### config.mk
export PLATFORM = sky130hd
export DESIGN_NAME = pcpi_initiator_flat
export DESIGN_NICKNAME = d
export VERILOG_FILES = /design/src/rtl/pcpi_initiator_if.sv /design/src/rtl/pcpi_initiator.sv /design/src/flat_wrapper.sv
export SDC_FILE = /design/constraint.sdc
export NUM_CORES = 1
export LEC_CHECK = 0
export ABC_AREA = 1
export CAP_MARGIN = 20
export CELL_PAD_IN_SITES_DETAIL_PLACEMENT = 1
export CELL_PAD_IN_SITES_GLOBAL_PLACEMENT = 1
export CORE_MARGIN = 5
export CORE_UTILIZATION = 30
export CTS_CLUSTER_DIAMETER = 60
export DETAILED_ROUTE_END_ITERATION = 16
export GPL_TIMING_DRIVEN = 0
export HOLD_SLACK_MARGIN = 0.06
export PLACE_DENSITY_LB_ADDON = 0.1
export SYNTH_ARGS = -nofsm -noshare
export SYNTH_HDL_FRONTEND = slang
export SYNTH_SLANG_ARGS = --single-unit
### constraint.sdc
create_clock -name clk -period 4.2 [get_ports clk]
set_clock_uncertainty 0.15 [all_clocks]
set_input_delay 0.42 -clock clk [delete_from_list [all_inputs] [get_ports clk]]
set_output_delay 0.42 -clock clk [all_outputs]
set_load 0.03 [all_outputs]
### src/rtl/pcpi_initiator_if.sv
// PCPI coprocessor bus: issue side driven by the initiator, result side by the coprocessor.
interface pcpi_initiator_if;
    logic        pcpi_valid;
    logic [31:0] pcpi_insn;
    logic [31:0] pcpi_rs1;
    logic [31:0] pcpi_rs2;
    logic        pcpi_wr;
    logic [31:0] pcpi_rd;
    logic        pcpi_wait;
    logic        pcpi_ready;

    modport master (
        output pcpi_valid, pcpi_insn, pcpi_rs1, pcpi_rs2,
        input  pcpi_wr, pcpi_rd, pcpi_wait, pcpi_ready
    );

    modport slave (
        input  pcpi_valid, pcpi_insn, pcpi_rs1, pcpi_rs2,
        output pcpi_wr, pcpi_rd, pcpi_wait, pcpi_ready
    );
endinterface

### src/rtl/pcpi_initiator.sv
// Issues one pipeline request at a time onto the PCPI bus and returns the coprocessor result.
// Optional illegal-instruction timeout is enabled by defining PCPI_TIMEOUT_EN.
module pcpi_initiator #(
    parameter int unsigned TIMEOUT_CYCLES = 16
) (
    input  logic                clk,
    input  logic                reset,
    input  logic                req_valid,
    output logic                req_ready,
    input  logic [31:0]         req_insn,
    input  logic [31:0]         req_rs1,
    input  logic [31:0]         req_rs2,
    input  logic [4:0]          req_rd_idx,
    pcpi_initiator_if.master    pcpi,
    output logic                rsp_valid,
    input  logic                rsp_ready,
    output logic [31:0]         rsp_data,
    output logic [4:0]          rsp_rd_idx,
    output logic                rsp_wr,
    output logic                rsp_illegal,
    output logic [7:0]          rsp_cycles
);
    localparam int unsigned CNT_W = 8;

    typedef enum logic [1:0] {IDLE, ISSUE, RESP} state_t;

    state_t             state, next_state;
    logic               accept_c;
    logic               timeout_c;
    logic [CNT_W-1:0]   issue_cnt;
    logic [CNT_W-1:0]   issue_inc_c;
    logic               req_ready_d, pcpi_valid_d, rsp_valid_d;

    assign accept_c    = (state == IDLE) && req_valid && req_ready;
    assign issue_inc_c = (issue_cnt == '1) ? issue_cnt : issue_cnt + CNT_W'(1);

    // State register
    always_ff @(posedge clk) begin
        if (reset) state <= IDLE;
        else       state <= next_state;
    end

    // Next-state logic; a coincident pcpi_ready takes the legal path over timeout
    always_comb begin
        next_state = state;
        case (state)
            IDLE:    if (accept_c) next_state = ISSUE;
            ISSUE:   if (pcpi.pcpi_ready || timeout_c) next_state = RESP;
            RESP:    if (rsp_ready) next_state = IDLE;
            default: next_state = IDLE;
        endcase
    end

    // Handshake flags are decoded from next_state so the registered copies track state
    always_comb begin
        req_ready_d  = 1'b0;
        pcpi_valid_d = 1'b0;
        rsp_valid_d  = 1'b0;
        case (next_state)
            IDLE:    req_ready_d  = 1'b1;
            ISSUE:   pcpi_valid_d = 1'b1;
            RESP:    rsp_valid_d  = 1'b1;
            default: req_ready_d  = 1'b0;
        endcase
    end

    always_ff @(posedge clk) begin
        if (reset) begin
            req_ready       <= 1'b0;
            pcpi.pcpi_valid <= 1'b0;
            rsp_valid       <= 1'b0;
            pcpi.pcpi_insn  <= '0;
            pcpi.pcpi_rs1   <= '0;
            pcpi.pcpi_rs2   <= '0;
            rsp_rd_idx      <= '0;
            rsp_data        <= '0;
            rsp_wr          <= 1'b0;
            rsp_illegal     <= 1'b0;
            rsp_cycles      <= '0;
            issue_cnt       <= '0;
        end else begin
            req_ready       <= req_ready_d;
            pcpi.pcpi_valid <= pcpi_valid_d;
            rsp_valid       <= rsp_valid_d;
            if (accept_c) begin
                pcpi.pcpi_insn <= req_insn;
                pcpi.pcpi_rs1  <= req_rs1;
                pcpi.pcpi_rs2  <= req_rs2;
                rsp_rd_idx     <= req_rd_idx;
                issue_cnt      <= '0;
            end
            if (state == ISSUE) begin
                issue_cnt <= issue_inc_c;
                if (pcpi.pcpi_ready) begin
                    rsp_data    <= pcpi.pcpi_rd;
                    rsp_wr      <= pcpi.pcpi_wr;
                    rsp_illegal <= 1'b0;
                    rsp_cycles  <= issue_inc_c;
                end else if (timeout_c) begin
                    rsp_data    <= '0;
                    rsp_wr      <= 1'b0;
                    rsp_illegal <= 1'b1;
                    rsp_cycles  <= issue_inc_c;
                end
            end
        end
    end

`ifdef PCPI_TIMEOUT_EN
    localparam logic [CNT_W-1:0] TO_LIMIT = CNT_W'(TIMEOUT_CYCLES);

    logic [CNT_W-1:0]   to_cnt;
    logic [CNT_W-1:0]   to_inc_c;
    logic               wait_seen;

    assign to_inc_c  = to_cnt + CNT_W'(1);
    assign timeout_c = (state == ISSUE) && !wait_seen && !pcpi.pcpi_wait && (to_inc_c == TO_LIMIT);

    // Counter stops for the rest of the transaction once the coprocessor claims it via pcpi_wait
    always_ff @(posedge clk) begin
        if (reset) begin
            to_cnt    <= '0;
            wait_seen <= 1'b0;
        end else if (accept_c) begin
            to_cnt    <= '0;
            wait_seen <= 1'b0;
        end else if (state == ISSUE) begin
            if (pcpi.pcpi_wait)  wait_seen <= 1'b1;
            else if (!wait_seen) to_cnt    <= to_inc_c;
        end
    end
`else
    logic unused_cfg;

    assign timeout_c  = 1'b0;
    assign unused_cfg = ^{pcpi.pcpi_wait, CNT_W'(TIMEOUT_CYCLES)};
`endif

endmodule

### src/flat_wrapper.sv
// flat-port wrapper written by rule: the top's interface ports become plain ports
module pcpi_initiator_flat 
#(
    parameter int unsigned TIMEOUT_CYCLES = 16
)
  (clk, reset, req_valid, req_ready, req_insn, req_rs1, req_rs2, req_rd_idx, rsp_valid, rsp_ready, rsp_data, rsp_rd_idx, rsp_wr, rsp_illegal, rsp_cycles, pcpi_pcpi_valid, pcpi_pcpi_insn, pcpi_pcpi_rs1, pcpi_pcpi_rs2, pcpi_pcpi_wr, pcpi_pcpi_rd, pcpi_pcpi_wait, pcpi_pcpi_ready);
  pcpi_initiator_if pcpi_i ();
  input  logic clk;
  input  logic reset;
  input  logic req_valid;
  output logic req_ready;
  input  logic [31:0] req_insn;
  input  logic [31:0] req_rs1;
  input  logic [31:0] req_rs2;
  input  logic [4:0] req_rd_idx;
  output logic rsp_valid;
  input  logic rsp_ready;
  output logic [31:0] rsp_data;
  output logic [4:0] rsp_rd_idx;
  output logic rsp_wr;
  output logic rsp_illegal;
  output logic [7:0] rsp_cycles;
  output wire logic [$bits(pcpi_i.pcpi_valid)-1:0] pcpi_pcpi_valid;
  output wire logic [$bits(pcpi_i.pcpi_insn)-1:0] pcpi_pcpi_insn;
  output wire logic [$bits(pcpi_i.pcpi_rs1)-1:0] pcpi_pcpi_rs1;
  output wire logic [$bits(pcpi_i.pcpi_rs2)-1:0] pcpi_pcpi_rs2;
  input wire logic [$bits(pcpi_i.pcpi_wr)-1:0] pcpi_pcpi_wr;
  input wire logic [$bits(pcpi_i.pcpi_rd)-1:0] pcpi_pcpi_rd;
  input wire logic [$bits(pcpi_i.pcpi_wait)-1:0] pcpi_pcpi_wait;
  input wire logic [$bits(pcpi_i.pcpi_ready)-1:0] pcpi_pcpi_ready;
  assign pcpi_pcpi_valid = pcpi_i.pcpi_valid;
  assign pcpi_pcpi_insn = pcpi_i.pcpi_insn;
  assign pcpi_pcpi_rs1 = pcpi_i.pcpi_rs1;
  assign pcpi_pcpi_rs2 = pcpi_i.pcpi_rs2;
  assign pcpi_i.pcpi_wr = pcpi_pcpi_wr;
  assign pcpi_i.pcpi_rd = pcpi_pcpi_rd;
  assign pcpi_i.pcpi_wait = pcpi_pcpi_wait;
  assign pcpi_i.pcpi_ready = pcpi_pcpi_ready;
  pcpi_initiator #(.TIMEOUT_CYCLES(TIMEOUT_CYCLES)) u_core (.clk(clk), .reset(reset), .req_valid(req_valid), .req_ready(req_ready), .req_insn(req_insn), .req_rs1(req_rs1), .req_rs2(req_rs2), .req_rd_idx(req_rd_idx), .pcpi(pcpi_i), .rsp_valid(rsp_valid), .rsp_ready(rsp_ready), .rsp_data(rsp_data), .rsp_rd_idx(rsp_rd_idx), .rsp_wr(rsp_wr), .rsp_illegal(rsp_illegal), .rsp_cycles(rsp_cycles));
endmodule
==> results_tabular.tex <==
\begin{tabular}{lr}
\hline
Metric & Value \\
\hline
\multicolumn{2}{l}{\textbf{Setup path}} \\
\quad Worst path buffer plus inverter count & 1 \\
\quad Largest driver fanout on the critical path & 2 \\
\quad Worst Setup Path Type & reg -> out \\
\quad Crit-path slowest cell & clkdlybuf4s50\_1 \\
\quad Type of origin of the critical path & register \\
\quad Critical path's largest stage delay & about 0.76 ns \\
\quad Required time at the worst-slack endpoint & roughly 3.6 ns \\
\quad Kind of cell adding the most delay to the critical path & buffers and inverters \\
\quad Nature of the critical path endpoint & output pin \\
\quad Ordered cell list for the critical path & clkdlybuf4s50\_1 \\
\quad Arrival time at the worst endpoint & $\sim$1.5 ns \\
\multicolumn{2}{l}{\textbf{Synthesis}} \\
\quad Synthesized net count & 859 \\
\quad Number of unique standard cell types used by synthesis & 29 \\
\quad Cell area after synthesis & roughly 5600 sq um \\
\quad Top-area cell type share of the netlist area & 55.15\% \\
\quad Gate count after technology mapping & between 700 and 800 \\
\quad Biggest area consumer among synthesized cells & dfxtp\_1 \\
\quad Avg Cell Area, Syn & between 7 and 8 sq um \\
\quad Warning count from the yosys run & 0 \\
\quad Synth Register Bits & 155 \\
\quad Top cells by area, synth & dfxtp\_1, nor2\_1, o21ai\_0 \\
\quad Part of the Yosys area used for sequential elements & approximately 55\% \\
\multicolumn{2}{l}{\textbf{Power and ir drop}} \\
\quad Power share of the sequential group & 39.8\% \\
\quad Pwr per Cell Area & between 400 and 500 nW/um\^{}2 \\
\quad Internal power & 2965 uW \\
\quad Clk pwr share & around two fifths \\
\quad Leak & 0.003752 uW \\
\quad Fraction of power spent switching nets & 27.08\% \\
\quad VDD IR max & about 280 uV \\
\quad Logic gate share of total power & a little under a fifth \\
\quad Switch Pwr & approximately 1100 uW \\
\multicolumn{2}{l}{\textbf{CTS}} \\
\quad Number of gates resized after CTS & 0 \\
\quad Total of hold buffers inserted after clock tree synthesis & 0 \\
\quad Library cell used as clock root buffer & clkbuf\_16 \\
\quad Deepest clock path buffer count & 2 \\
\quad CTS tree & built \\
\quad Setup Fix Bufs, Post-CTS & 0 \\
\quad Clock insertion delay at the later pin of the skew report & 0.41 ns \\
\quad Num CTS Buffers & 17 \\
\quad Clock sink total & around 160 \\
\quad Clock H-tree levels & 4 \\
\quad Clock slew seen by the registers of the worst setup and hold paths & about 0.06 ns \\
\multicolumn{2}{l}{\textbf{Die}} \\
\quad Chip Height & between 100 and 150 microns \\
\quad Initial cell density of the core & just over 30\% \\
\quad \# IOs & about 290 \\
\quad Row count & 50 \\
\quad DIE WIDTH & 147.0 microns \\
\quad Placeable Area & 18580 sq um \\
\quad Area of the die & 21590 sq um \\
\multicolumn{2}{l}{\textbf{Layout}} \\
\quad Commonest non-fill, non-tap cells in the layout & clkdlybuf4s50\_1, nor2\_1, dfxtp\_1 \\
\quad Net count reported at finish & roughly 1200 \\
\quad Most frequent standard cell in the layout excluding fill and tap cells & clkdlybuf4s50\_1 \\
\quad Number of fill cells in the layout & approximately 2200 \\
\quad Area added between synthesis and finish & 67.20\% \\
\quad Fraction of final layout cells with drive strength greater than 1 & under 10\% \\
\quad Fin cells & 1268 \\
\multicolumn{2}{l}{\textbf{Route}} \\
\quad Residual DRC count & 0 \\
\quad Final wirelength & slightly above 20 mm \\
\quad DR iter-0 viols & around 170 \\
\quad Remaining antenna violation count after routing & 0 \\
\quad WL per Instance & between 15 and 20 microns \\
\quad Via-to-Cell Ratio & between 4 and 5 \\
\quad Via count of the routed design & just under 6000 \\
\quad Number of iterations in the first detailed-routing pass & 4 \\
\multicolumn{2}{l}{\textbf{Global routing}} \\
\quad Overall fraction of global-route tracks in use & a little under a fifth \\
\quad Initial antenna violation count & 1 \\
\quad Number of global-route vias before repair & $\sim$5800 \\
\quad Global-route wire length before repair & approximately 32 mm \\
\quad Final global-route overflow total & 0 \\
\quad Pin count of the biggest net entering global routing & 17 \\
\multicolumn{2}{l}{\textbf{STA}} \\
\quad Worst hold-check slack & $\sim$0.32 ns \\
\quad Final Hold Vio Count & 0 \\
\quad Post-route clock period utilization & approximately half \\
\quad Peak clock frequency supported by timing & just under 500 MHz \\
\quad Final Max Tran Viols & 0 \\
\quad Transition at the pin with the smallest max-transition slack & approximately 0.57 ns \\
\quad Worst slew margin relative to its limit & 62.13\% \\
\quad Endpoints failing setup & 0 \\
\quad Unrepaired setup endpoints after global routing & false \\
\quad Post-layout min period & roughly 2.1 ns \\
\quad TNS Setup & 0 ns \\
\multicolumn{2}{l}{\textbf{Placement}} \\
\quad Final weighted congestion in routability-driven placement & roughly 0.77 \\
\quad Port Buffer Count & roughly 280 \\
\quad Placed Cells & 1235 \\
\quad Sum of net half-perimeters after detailed placement & $\sim$16 mm \\
\multicolumn{2}{l}{\textbf{Worst hold path}} \\
\quad HP Class & reg -> reg \\
\multicolumn{2}{l}{\textbf{Job}} \\
\quad Max-Cap Viols & 0 \\
\multicolumn{2}{l}{\textbf{Run status}} \\
\quad Result of the run & complete, no violations \\
\hline
\end{tabular}
[metrics by stage]
| stage | util [%] | cell area, sq um | setup WS [ns] | total power [uW] |
|---|---|---|---|---|
| 3_5_place_dp | 47.10 | 8752 | 1.754 | 2422 |
| 5_1_grt | 50.63 | 9408 | 2.074 | 4235 |
| 3_3_place_gp | 47.10 | 8752 | 1.782 | 2413 |
| 6_report | 50.63 | 9408 | 2.128 | 4066 |
| 4_1_cts | 50.62 | 9405 | 2.096 | 4119 |
| 2_1_floorplan | - | 5627 | 2.768 | 2019 |
[registers in the layout, summed over array words and instances (netlist names), 2 cells and up]
register               flops
u_core.state               2
u_core.issue_cnt           8
u_core.pcpi.pcpi_rs1      32
u_core.pcpi.pcpi_rs2      32
u_core.rsp_rd_idx          5
u_core.rsp_data           32
u_core.rsp_cycles          8
u_core.pcpi.pcpi_insn     32
[worst paths after layout]
| kind | start | endpoint | slack, ns | depth (start not counted) |
|---|---|---|---|---|
| worst max-delay path | u_core.pcpi.pcpi_rs2[31] | pcpi_pcpi_rs2[31] | 2.13 | 1 |
| worst min-delay path | u_core.rsp_data[15] | u_core.rsp_data[15] | 0.32 | 2 |
| worst max register to register | u_core.issue_cnt[1] | u_core.rsp_cycles[1] | 2.51 | 8 |
| worst min register to register | u_core.rsp_data[15] | u_core.rsp_data[15] | 0.32 | 2 |
[cells by family (layout without fill, tap and decap cells)]
kind of cell / after synthesis / after routing / synth area share [%]
AND/OR/NAND/NOR: 333 / 333 / 23.02
other: 1 / 2 / 0.06665
flip-flops: 155 / 155 / 55.15
AO/OA/AOI/OAI: 161 / 161 / 14.70
adder cells (fa/ha/maj): 1 / 1 / 0.2223
buffers and inverters: 67 / 382 / 6.849
[power groups by stage]
stage                     clock (uW)  sequential [uW]  combinational (uW)
after floorplan                    0             1830                 184
after global placement             0             1640                 770
after detailed placement           0             1650                 774
after CTS                       1720             1620                 779
after global routing            1790             1630                 818
final                           1680             1620                 767
[cells in the mapped netlist, drive strengths merged]
master / count
dfxtp: 155
buf: 34
conb: 1
ha: 1
o31ai: 1
o21ai: 112
nand2: 101
a21oi: 42
clkbuf: 13
nor3: 1
o21bai: 1
clkinv: 1
nor2: 219
o211ai: 1
and3: 1
inv: 19
nand3: 11
o21a: 4
[area by class of cell]
class                           instances  area, sq um  area share [%]
Multi-Input combinational cell        496         2138           22.73
Clock inverter                         12        186.4           1.982
Clock buffer                           20        466.7           4.961
Tap cell                              234        292.8           3.112
Timing Repair Buffer                  283         2833           30.11
Buffer                                 47        307.8           3.272
Antenna cell                            1        2.502         0.02660
Inverter                               20        77.57          0.8246
Sequential cell                       155         3103           32.98
[metal layers]
| layer | wire (microns) | share of wire [%] | track usage, % | vias to the layer above |
|---|---|---|---|---|
| met2 | 10010 | 48 | 31.64 | 184 |
| met4 | 582 | 2.8 | 7.782 | 0 |
| met1 | 8677 | 42 | 21.69 | 2646 |
| li1 | - | - | - | 2907 |
| met3 | 1444 | 7.0 | 6.539 | 33 |
| met5 | 0 | 0 | 0 | - |
Note: power is estimated with default switching activity, not from simulation.
